File: src/rtl/systolic_output_deskew_fifo_if.sv
// Row-result bus between the systolic array, the deskew FIFO and the writeback side.
// The master drives the skewed column stream and the ready; the slave (FIFO) returns rows and status.
interface systolic_output_deskew_fifo_if #(
  parameter int NUM_COL        = 8,
  parameter int OUT_DATA_WIDTH = 23
);
  logic [NUM_COL*OUT_DATA_WIDTH-1:0] i_data;
  logic [NUM_COL-1:0]                i_valid;
  logic [NUM_COL*OUT_DATA_WIDTH-1:0] o_data;
  logic                              o_valid;
  logic                              i_ready;
  logic [15:0]                       o_row_cnt;
  logic                              o_overflow;
  logic                              o_misalign;

  modport master (
    output i_data, i_valid, i_ready,
    input  o_data, o_valid, o_row_cnt, o_overflow, o_misalign
  );

  modport slave (
    input  i_data, i_valid, i_ready,
    output o_data, o_valid, o_row_cnt, o_overflow, o_misalign
  );
endinterface

File: src/rtl/systolic_output_deskew_fifo.sv
// Deskews the per-column systolic result stream into full rows and buffers them in a
// first-word-fall-through FIFO. The array cannot stall, so a full FIFO drops rows.
module systolic_output_deskew_fifo #(
  parameter int NUM_ROW        = 8,
  parameter int NUM_COL        = 8,
  parameter int DATA_WIDTH     = 8,
  parameter int OUT_DATA_WIDTH = (DATA_WIDTH << 1) + NUM_ROW - 1,
  parameter int FIFO_DEPTH     = 4
) (
  input  logic                          clk,
  input  logic                          rst_n,
  systolic_output_deskew_fifo_if.slave  bus
);

  localparam int ROW_W = NUM_COL * OUT_DATA_WIDTH;
  localparam int PTR_W = $clog2(FIFO_DEPTH);
  localparam int CNT_W = $clog2(FIFO_DEPTH + 1);

  logic [OUT_DATA_WIDTH-1:0] a_data [NUM_COL];
  logic [NUM_COL-1:0]        a_valid;
  logic [ROW_W-1:0]          a_row;

  // Lane c waits NUM_COL-1-c cycles so every lane lines up with the last column.
  for (genvar c = 0; c < NUM_COL; c++) begin : g_lane
    localparam int D = NUM_COL - 1 - c;
    if (D == 0) begin : g_direct
      assign a_data[c]  = bus.i_data[c*OUT_DATA_WIDTH +: OUT_DATA_WIDTH];
      assign a_valid[c] = bus.i_valid[c];
    end else begin : g_delay
      logic [OUT_DATA_WIDTH-1:0] dly_data_q [D];
      logic [D-1:0]              dly_vld_q;

      always_ff @(posedge clk) begin
        if (rst_n) begin
          for (int unsigned i = 0; i < D; i++) begin
            dly_data_q[i] <= '0;
          end
          dly_vld_q <= '0;
        end else begin
          dly_data_q[0] <= bus.i_data[c*OUT_DATA_WIDTH +: OUT_DATA_WIDTH];
          dly_vld_q[0]  <= bus.i_valid[c];
          for (int unsigned i = 1; i < D; i++) begin
            dly_data_q[i] <= dly_data_q[i-1];
            dly_vld_q[i]  <= dly_vld_q[i-1];
          end
        end
      end

      assign a_data[c]  = dly_data_q[D-1];
      assign a_valid[c] = dly_vld_q[D-1];
    end
  end

  always_comb begin
    a_row = '0;
    for (int unsigned c = 0; c < NUM_COL; c++) begin
      a_row[c*OUT_DATA_WIDTH +: OUT_DATA_WIDTH] = a_data[c];
    end
  end

  logic [ROW_W-1:0] mem_q [FIFO_DEPTH];
  logic [PTR_W-1:0] wr_ptr_q, wr_ptr_d;
  logic [PTR_W-1:0] rd_ptr_q, rd_ptr_d;
  logic [CNT_W-1:0] count_q, count_d;
  logic [15:0]      row_cnt_q, row_cnt_d;
  logic             ovf_q, ovf_d;
  logic             mis_q, mis_d;
  logic             push_req, push, pop, full, empty;

  // A full FIFO still takes a row when the head leaves in the same cycle.
  always_comb begin
    push_req  = &a_valid;
    full      = (count_q == CNT_W'(FIFO_DEPTH));
    empty     = (count_q == '0);
    pop       = !empty && bus.i_ready;
    push      = push_req && (!full || pop);
    wr_ptr_d  = wr_ptr_q;
    rd_ptr_d  = rd_ptr_q;
    count_d   = count_q;
    row_cnt_d = row_cnt_q;
    ovf_d     = ovf_q | (push_req & full & !pop);
    mis_d     = mis_q | ((|a_valid) & !push_req);
    if (push) begin
      wr_ptr_d  = wr_ptr_q + PTR_W'(1);
      row_cnt_d = row_cnt_q + 16'd1;
    end
    if (pop) begin
      rd_ptr_d = rd_ptr_q + PTR_W'(1);
    end
    case ({push, pop})
      2'b10:   count_d = count_q + CNT_W'(1);
      2'b01:   count_d = count_q - CNT_W'(1);
      default: count_d = count_q;
    endcase
  end

  always_ff @(posedge clk) begin
    if (rst_n) begin
      for (int unsigned i = 0; i < FIFO_DEPTH; i++) begin
        mem_q[i] <= '0;
      end
      wr_ptr_q  <= '0;
      rd_ptr_q  <= '0;
      count_q   <= '0;
      row_cnt_q <= '0;
      ovf_q     <= 1'b0;
      mis_q     <= 1'b0;
    end else begin
      if (push) begin
        mem_q[wr_ptr_q] <= a_row;
      end
      wr_ptr_q  <= wr_ptr_d;
      rd_ptr_q  <= rd_ptr_d;
      count_q   <= count_d;
      row_cnt_q <= row_cnt_d;
      ovf_q     <= ovf_d;
      mis_q     <= mis_d;
    end
  end

  assign bus.o_data     = mem_q[rd_ptr_q];
  assign bus.o_valid    = !empty;
  assign bus.o_row_cnt  = row_cnt_q;
  assign bus.o_overflow = ovf_q;
  assign bus.o_misalign = mis_q;

endmodule

File: src/flat_wrapper.sv
// flat-port wrapper written by rule: the top's interface ports become plain ports
module systolic_output_deskew_fifo_flat 
#(
  parameter int NUM_ROW        = 8,
  parameter int NUM_COL        = 8,
  parameter int DATA_WIDTH     = 8,
  parameter int OUT_DATA_WIDTH = (DATA_WIDTH << 1) + NUM_ROW - 1,
  parameter int FIFO_DEPTH     = 4
)
  (clk, rst_n, bus_i_data, bus_i_valid, bus_i_ready, bus_o_data, bus_o_valid, bus_o_row_cnt, bus_o_overflow, bus_o_misalign);
  systolic_output_deskew_fifo_if #(.NUM_COL(NUM_COL), .OUT_DATA_WIDTH(OUT_DATA_WIDTH)) bus_i ();
  input  logic clk;
  input  logic rst_n;
  input wire logic [$bits(bus_i.i_data)-1:0] bus_i_data;
  input wire logic [$bits(bus_i.i_valid)-1:0] bus_i_valid;
  input wire logic [$bits(bus_i.i_ready)-1:0] bus_i_ready;
  output wire logic [$bits(bus_i.o_data)-1:0] bus_o_data;
  output wire logic [$bits(bus_i.o_valid)-1:0] bus_o_valid;
  output wire logic [$bits(bus_i.o_row_cnt)-1:0] bus_o_row_cnt;
  output wire logic [$bits(bus_i.o_overflow)-1:0] bus_o_overflow;
  output wire logic [$bits(bus_i.o_misalign)-1:0] bus_o_misalign;
  assign bus_i.i_data = bus_i_data;
  assign bus_i.i_valid = bus_i_valid;
  assign bus_i.i_ready = bus_i_ready;
  assign bus_o_data = bus_i.o_data;
  assign bus_o_valid = bus_i.o_valid;
  assign bus_o_row_cnt = bus_i.o_row_cnt;
  assign bus_o_overflow = bus_i.o_overflow;
  assign bus_o_misalign = bus_i.o_misalign;
  systolic_output_deskew_fifo #(.NUM_ROW(NUM_ROW), .NUM_COL(NUM_COL), .DATA_WIDTH(DATA_WIDTH), .OUT_DATA_WIDTH(OUT_DATA_WIDTH), .FIFO_DEPTH(FIFO_DEPTH)) u_core (.clk(clk), .rst_n(rst_n), .bus(bus_i));
endmodule
File: config.mk
export PLATFORM = sky130hd
export DESIGN_NAME = systolic_output_deskew_fifo_flat
export DESIGN_NICKNAME = d
export VERILOG_FILES = /design/src/rtl/systolic_output_deskew_fifo_if.sv /design/src/rtl/systolic_output_deskew_fifo.sv /design/src/flat_wrapper.sv
export SDC_FILE = /design/constraint.sdc
export NUM_CORES = 2
export LEC_CHECK = 0
export CORE_MARGIN = 1.5
export CORE_UTILIZATION = 59
export CTS_CLUSTER_DIAMETER = 40
export CTS_CLUSTER_SIZE = 20
export DETAILED_ROUTE_END_ITERATION = 6
export GPL_ROUTABILITY_DRIVEN = 0
export PLACE_DENSITY = 0.89
export SETUP_SLACK_MARGIN = 0.05
export SYNTH_ARGS = -nofsm -noshare
export SYNTH_HDL_FRONTEND = slang
export SYNTH_SLANG_ARGS = --single-unit
File: constraint.sdc
create_clock -name clk -period 20.8 [get_ports clk]
set_input_delay 4.16 -clock clk [delete_from_list [all_inputs] [get_ports clk]]
set_output_delay 4.16 -clock clk [all_outputs]
set_load 0.05 [all_outputs]
=== Word-level counts from Yosys, hierarchy flattened ===
Memory sizes are Yosys's and may differ from the RTL's. A register that Yosys moved wholly into a read port is not among the register bits.
Index checks and enable logic that the tools add are counted.

* Equality and inequality tests: 3
* Add/sub/neg operators: 5
* Reductions and logical operators: 13
* Bitwise gates (word level): 32
* Mux-type cells: 41

{| class="wikitable"
|+ Operators with widths
! kind !! number
|-
| $mux W23 || 28
|-
| $mux W184 || 1
|-
| $reduce_or A184 Y1 || 1
|-
| $or A1 B1 Y1 || 29
|-
| $reduce_or A23 Y1 || 1
|-
| $add A16 B1 Y16 const B || 1
|-
| $mux W1 || 8
|-
| $reduce_and A8 Y1 || 1
|-
| $reduce_or A8 Y1 || 1
|-
| $mux W2 || 3
|-
| $pmux W3 S2 || 1
|-
| $add A2 B1 Y2 const B || 2
|-
| $logic_not A1 Y1 || 4
|-
| $add A3 B1 Y3 const B || 1
|-
| $and A1 B1 Y1 || 3
|-
| $eq A3 B3 Y1 const B || 1
|-
| $logic_not A3 Y1 || 1
|-
| $sub A3 B1 Y3 const B || 1
|-
| $eq A2 B1 Y1 const B || 1
|-
| $eq A2 B2 Y1 const B || 1
|-
| $logic_and A1 B1 Y1 || 2
|-
| $reduce_bool A2 Y1 || 1
|-
| $logic_or A1 B1 Y1 || 1
|}

* Bits in writable memories: 1380
* Memories kept: 8
* Output and inout port bits: 203
* Register bits after elaboration: 53
* Input port bits: 195

{| class="wikitable"
|+ Memory list
! memory !! depth !! bits a word !! rd ports !! clocked after memory_dff !! write ports !! line !! source
|-
| u_core.mem_q || 4 || 184 || 1 || 1 || 4 || systolic_output_deskew_fifo.sv:61 || <nowiki>logic [ROW_W-1:0] mem_q [FIFO_DEPTH];</nowiki>
|-
| u_core.g_lane[0].g_delay.dly_data_q || 7 || 23 || 7 || 0 || 7 || systolic_output_deskew_fifo.sv:30 || <nowiki>logic [OUT_DATA_WIDTH-1:0] dly_data_q [D];</nowiki>
|-
| u_core.g_lane[1].g_delay.dly_data_q || 6 || 23 || 6 || 0 || 6 || systolic_output_deskew_fifo.sv:30 ||
|-
| u_core.g_lane[2].g_delay.dly_data_q || 5 || 23 || 5 || 0 || 5 || systolic_output_deskew_fifo.sv:30 ||
|-
| u_core.g_lane[3].g_delay.dly_data_q || 4 || 23 || 4 || 0 || 4 || systolic_output_deskew_fifo.sv:30 ||
|-
| u_core.g_lane[4].g_delay.dly_data_q || 3 || 23 || 3 || 0 || 3 || systolic_output_deskew_fifo.sv:30 ||
|-
| 2 more memories || - || - || - || - || - || - ||
|}

=== Logic depth before layout (Yosys ltp) ===
* Word-level depth: 10
* Mapped depth: 11
* Gate-level depth less buffers: 9

=== Worst setup path before layout ===
OpenSTA, ideal clock, no wires.

* Path type: input to register
* Start: input bus_i_valid[7]
* End: memory u_core.mem_q[1][0] (netlist bit) (enable)
* Required time: 20.034 ns
* Setup slack: 6.831 ns
* Buffers on the path: 0
* Stages: 4
* Data arrival time: 13.202 ns
* Cells stage by stage: nand4_2 nor3_4 nand2_1 o21bai_1

{| class="wikitable"
|+ RTL lines
! what !! line !! source
|-
| from (decl) || flat_wrapper.sv:15 || <nowiki>input wire logic [$bits(bus_i.i_valid)-1:0] bus_i_valid;</nowiki>
|-
| to (decl) || systolic_output_deskew_fifo.sv:61 ||
|}

==> results.json <==
{
  "status": "completed",
  "synth_flop_cell": "sky130_fd_sc_hd__edfxtp_1",
  "synth-seq-cells": 1435,
  "drt-vias-per-instance": 5.35,
  "grt_pass1_vias": 27800,
  "floorplan.initialDensity": 0.595,
  "drt-pass1-iter-count": 5,
  "critPathArrivalTime_ns": 4.23,
  "grt_overflow": 0,
  "maxSlewViolCount": 0,
  "drc": 0,
  "max_freq_mhz": 119,
  "cp_launch_type": "flip-flop",
  "powerDensity_nw_per_um2": 102,
  "fp.dieH_um": 296,
  "tritoncts": "done",
  "post_cts_resized": 0,
  "worstSetupPathType": "reg -> out",
  "dp.final_hpwl_mm": 55.3,
  "final.fill_count": 5040,
  "path_max_fanout": 56,
  "num_vias": 26700,
  "wl_mm": 105,
  "global_route.usage.total": 0.239,
  "dr.first_iter.drc_count": 2177,
  "critical_path_destination": "bus_o_data[22]",
  "die_width_um": 296,
  "synthArstFlopShare": 0,
  "min-delay-path-class": "reg -> reg",
  "clockBufferDepth": 3,
  "floorplan.rows": 107,
  "timing.rr.start": "u_core.g_lane[4].g_delay.dly_vld_q[2]",
  "whs_ns": 0.412,
  "ctsHtreeMaxLevel": 4,
  "synthDistinctLibCells": 43,
  "biggest_area_consumer_among_synthesized_cells": "sky130_fd_sc_hd__edfxtp_1",
  "rr_endpoint": "u_core.mem_q[0][123]",
  "fin_worst_skew_ns": 0.0484,
  "wl_per_cell_um": 21.0,
  "cap_violations": 0,
  "transition_time_of_the_tightest_slew_check_pin_ns": 1.15,
  "grt_antenna_before_repair": 1,
  "num_io_pins": 398,
  "sequential_cell_area_um2": 36100,
  "synth_enable_flop_cells": 736,
  "placeable_core_area_um2": 85100,
  "worst_slew_margin_rel": 0.236,
  "cts_setup_buffers": 0,
  "synth_warnings": 0,
  "syn-cell-area_um2": 50700,
  "register_area_share_after_synthesis": 0.712,
  "fraction_of_layout_cells_with_a_size_suffix_above_1": 0.130,
  "tns_ns": 0,
  "rsz_0062_raised_after_global_routing": "false",
  "crit_required_ns": 16.64,
  "die_area_um2": 87700,
  "tritoncts.num_buffers": 153,
  "portBuffers": 397,
  "insertion_delay_ns": 0.76,
  "postRouteAntennaNets": 0,
  "final-hold-violation-count": 0,
  "p_leak_uw": 0.0224,
  "layout_worst_path_cycle_share": 0.403,
  "multiInputGateArea_um2": 13800,
  "cts.clk_slew.worst_paths_ns": 0.07,
  "area_growth_pct": 20.7,
  "synthCells": 3344,
  "postCtsHoldBufs": 0,
  "pin_count_of_the_biggest_net_entering_global_routing": 234,
  "netlist.area_leader.share": 0.436,
  "critPathCaptureType": "output pin",
  "r2r_setup_slack_ns": 16.00,
  "postSynthNetCount": 3542,
  "reg2regPathDepth": 7,
  "setup-violations-final": 0,
  "vdd.ir_drop.worst_mv": 0.0732,
  "layout.nets": 3919,
  "grt_first_pass_wirelength_mm": 157,
  "period_minus_slack_ns": 8.39,
  "post_synth_main_area_contributors": "sky130_fd_sc_hd__edfxtp_1 (44%), sky130_fd_sc_hd__dfxtp_1 (28%), sky130_fd_sc_hd__and2_1 (9.1%)",
  "clk_root_buffer_cell": "sky130_fd_sc_hd__clkbuf_16",
  "synth.avg_cell_area_um2": 15.2,
  "tritoncts_num_sinks": 1435
}
## metal layers
layer  share of wire  vias to the layer above  track usage  routed length [um]
met4           0.032                        0        0.100                3390
met3           0.073                      208       0.0448                7650
met2            0.52                     1038        0.417               54100
met5               0                        -            0                   0
li1                -                    12200            -                   -
met1            0.38                    13300        0.292               39800
## synth_stat cells, drive strengths merged (5+ instances only)
cell / instances
inv: 5
nand2: 11
or4: 7
nor4: 7
edfxtp: 736
nor2b: 674
mux4: 184
o31ai: 7
a21oi: 15
buf: 48
xnor2: 6
nor2: 15
clkbuf: 154
or3: 5
dfxtp: 699
and2: 736
## layout by cell type, fill, tap and decap left out, types with 15 or more instances in the layout
cell	n
sky130_fd_sc_hd__a21oi_1	15
sky130_fd_sc_hd__and2_1	736
sky130_fd_sc_hd__buf_4	22
sky130_fd_sc_hd__bufinv_16	17
sky130_fd_sc_hd__clkbuf_16	156
sky130_fd_sc_hd__clkdlybuf4s50_1	396
sky130_fd_sc_hd__dfxtp_1	697
sky130_fd_sc_hd__edfxtp_1	736
sky130_fd_sc_hd__inv_6	29
sky130_fd_sc_hd__mux4_2	184
sky130_fd_sc_hd__nor2_1	15
sky130_fd_sc_hd__nor2b_1	674
## power by group
part / switching, uW / internal [uW] / total [uW]
Clock: 1240 / 1670 / 2910
Combinational: 120 / 86.3 / 206
Sequential: 30.3 / 3060 / 3090
## worst min path at each step
stage,slack (ns),depth (start not counted),from,to
after global routing,0.43,1,u_core.g_lane[3].g_delay.dly_data_q[0][27],u_core.g_lane[3].g_delay.dly_data_q[0][50]
after global placement,0.42,1,u_core.g_lane[1].g_delay.dly_data_q[0][61],u_core.g_lane[1].g_delay.dly_data_q[0][84]
after CTS,0.42,1,u_core.g_lane[0].g_delay.dly_data_q[0][83],u_core.g_lane[0].g_delay.dly_data_q[0][106]
after floorplan,0.41,1,u_core.g_lane[0].g_delay.dly_data_q[0][77],u_core.g_lane[0].g_delay.dly_data_q[0][100]
final,0.41,1,u_core.g_lane[3].g_delay.dly_data_q[0][27],u_core.g_lane[3].g_delay.dly_data_q[0][50]
after detailed placement,0.42,1,u_core.g_lane[0].g_delay.dly_data_q[0][95],u_core.g_lane[0].g_delay.dly_data_q[0][118]
## logic make-up after synthesis
family	synth area share
and+or+nand+nor	0.182
DFF	0.712
buffers and inverters	0.0175
muxes	0.0820
AOI/OAI and AO/OA	0.00392
xor gates and xnor gates	0.00155
adders and majority gates	0.000888
## per-stage QoR
step | util | cell area, um2 | total power, uW | instances | setup WS (ns)
after global placement | 0.653 | 55600 | 3350 | 4710 | 11.87
after floorplan | - | 50700 | 3260 | 3344 | 6.83
final | 0.718 | 61200 | 6210 | 4999 | 12.41
after CTS | 0.718 | 61200 | 6250 | 4996 | 12.38
after global routing | 0.718 | 61200 | 6380 | 4997 | 12.24
after detailed placement | 0.653 | 55600 | 3360 | 4710 | 11.82
## critical path, cell delays in order (launching register included)
cell and delay (ns):
sky130_fd_sc_hd__dfxtp_4 0.53, sky130_fd_sc_hd__buf_4 0.74, sky130_fd_sc_hd__buf_4 0.81, sky130_fd_sc_hd__mux4_2 0.37, sky130_fd_sc_hd__clkdlybuf4s50_1 0.92
## state kept, by name (all words and copies together), names as in the netlist, named ones only
register,flops
u_core.rd_ptr_q,2
u_core.bus.o_row_cnt,16
u_core.g_lane.g_delay.dly_vld_q,28
u_core.count_q,3
u_core.wr_ptr_q,2
u_core.bus.o_misalign,1
u_core.mem_q,736
u_core.g_lane.g_delay.dly_data_q,644
u_core.bus.o_overflow,1
## final cells by class
type                       instances  area share
clock buffer                     169      0.0651
tap                             1144      0.0234
clock inverter                   117      0.0265
sequential                      1435       0.590
inverter                           5    0.000307
antenna                            3    0.000123
timing repair buffer             424      0.0694
multi-input combinational       1702       0.225
No activity file was read; power rests on OpenSTA's default activity.
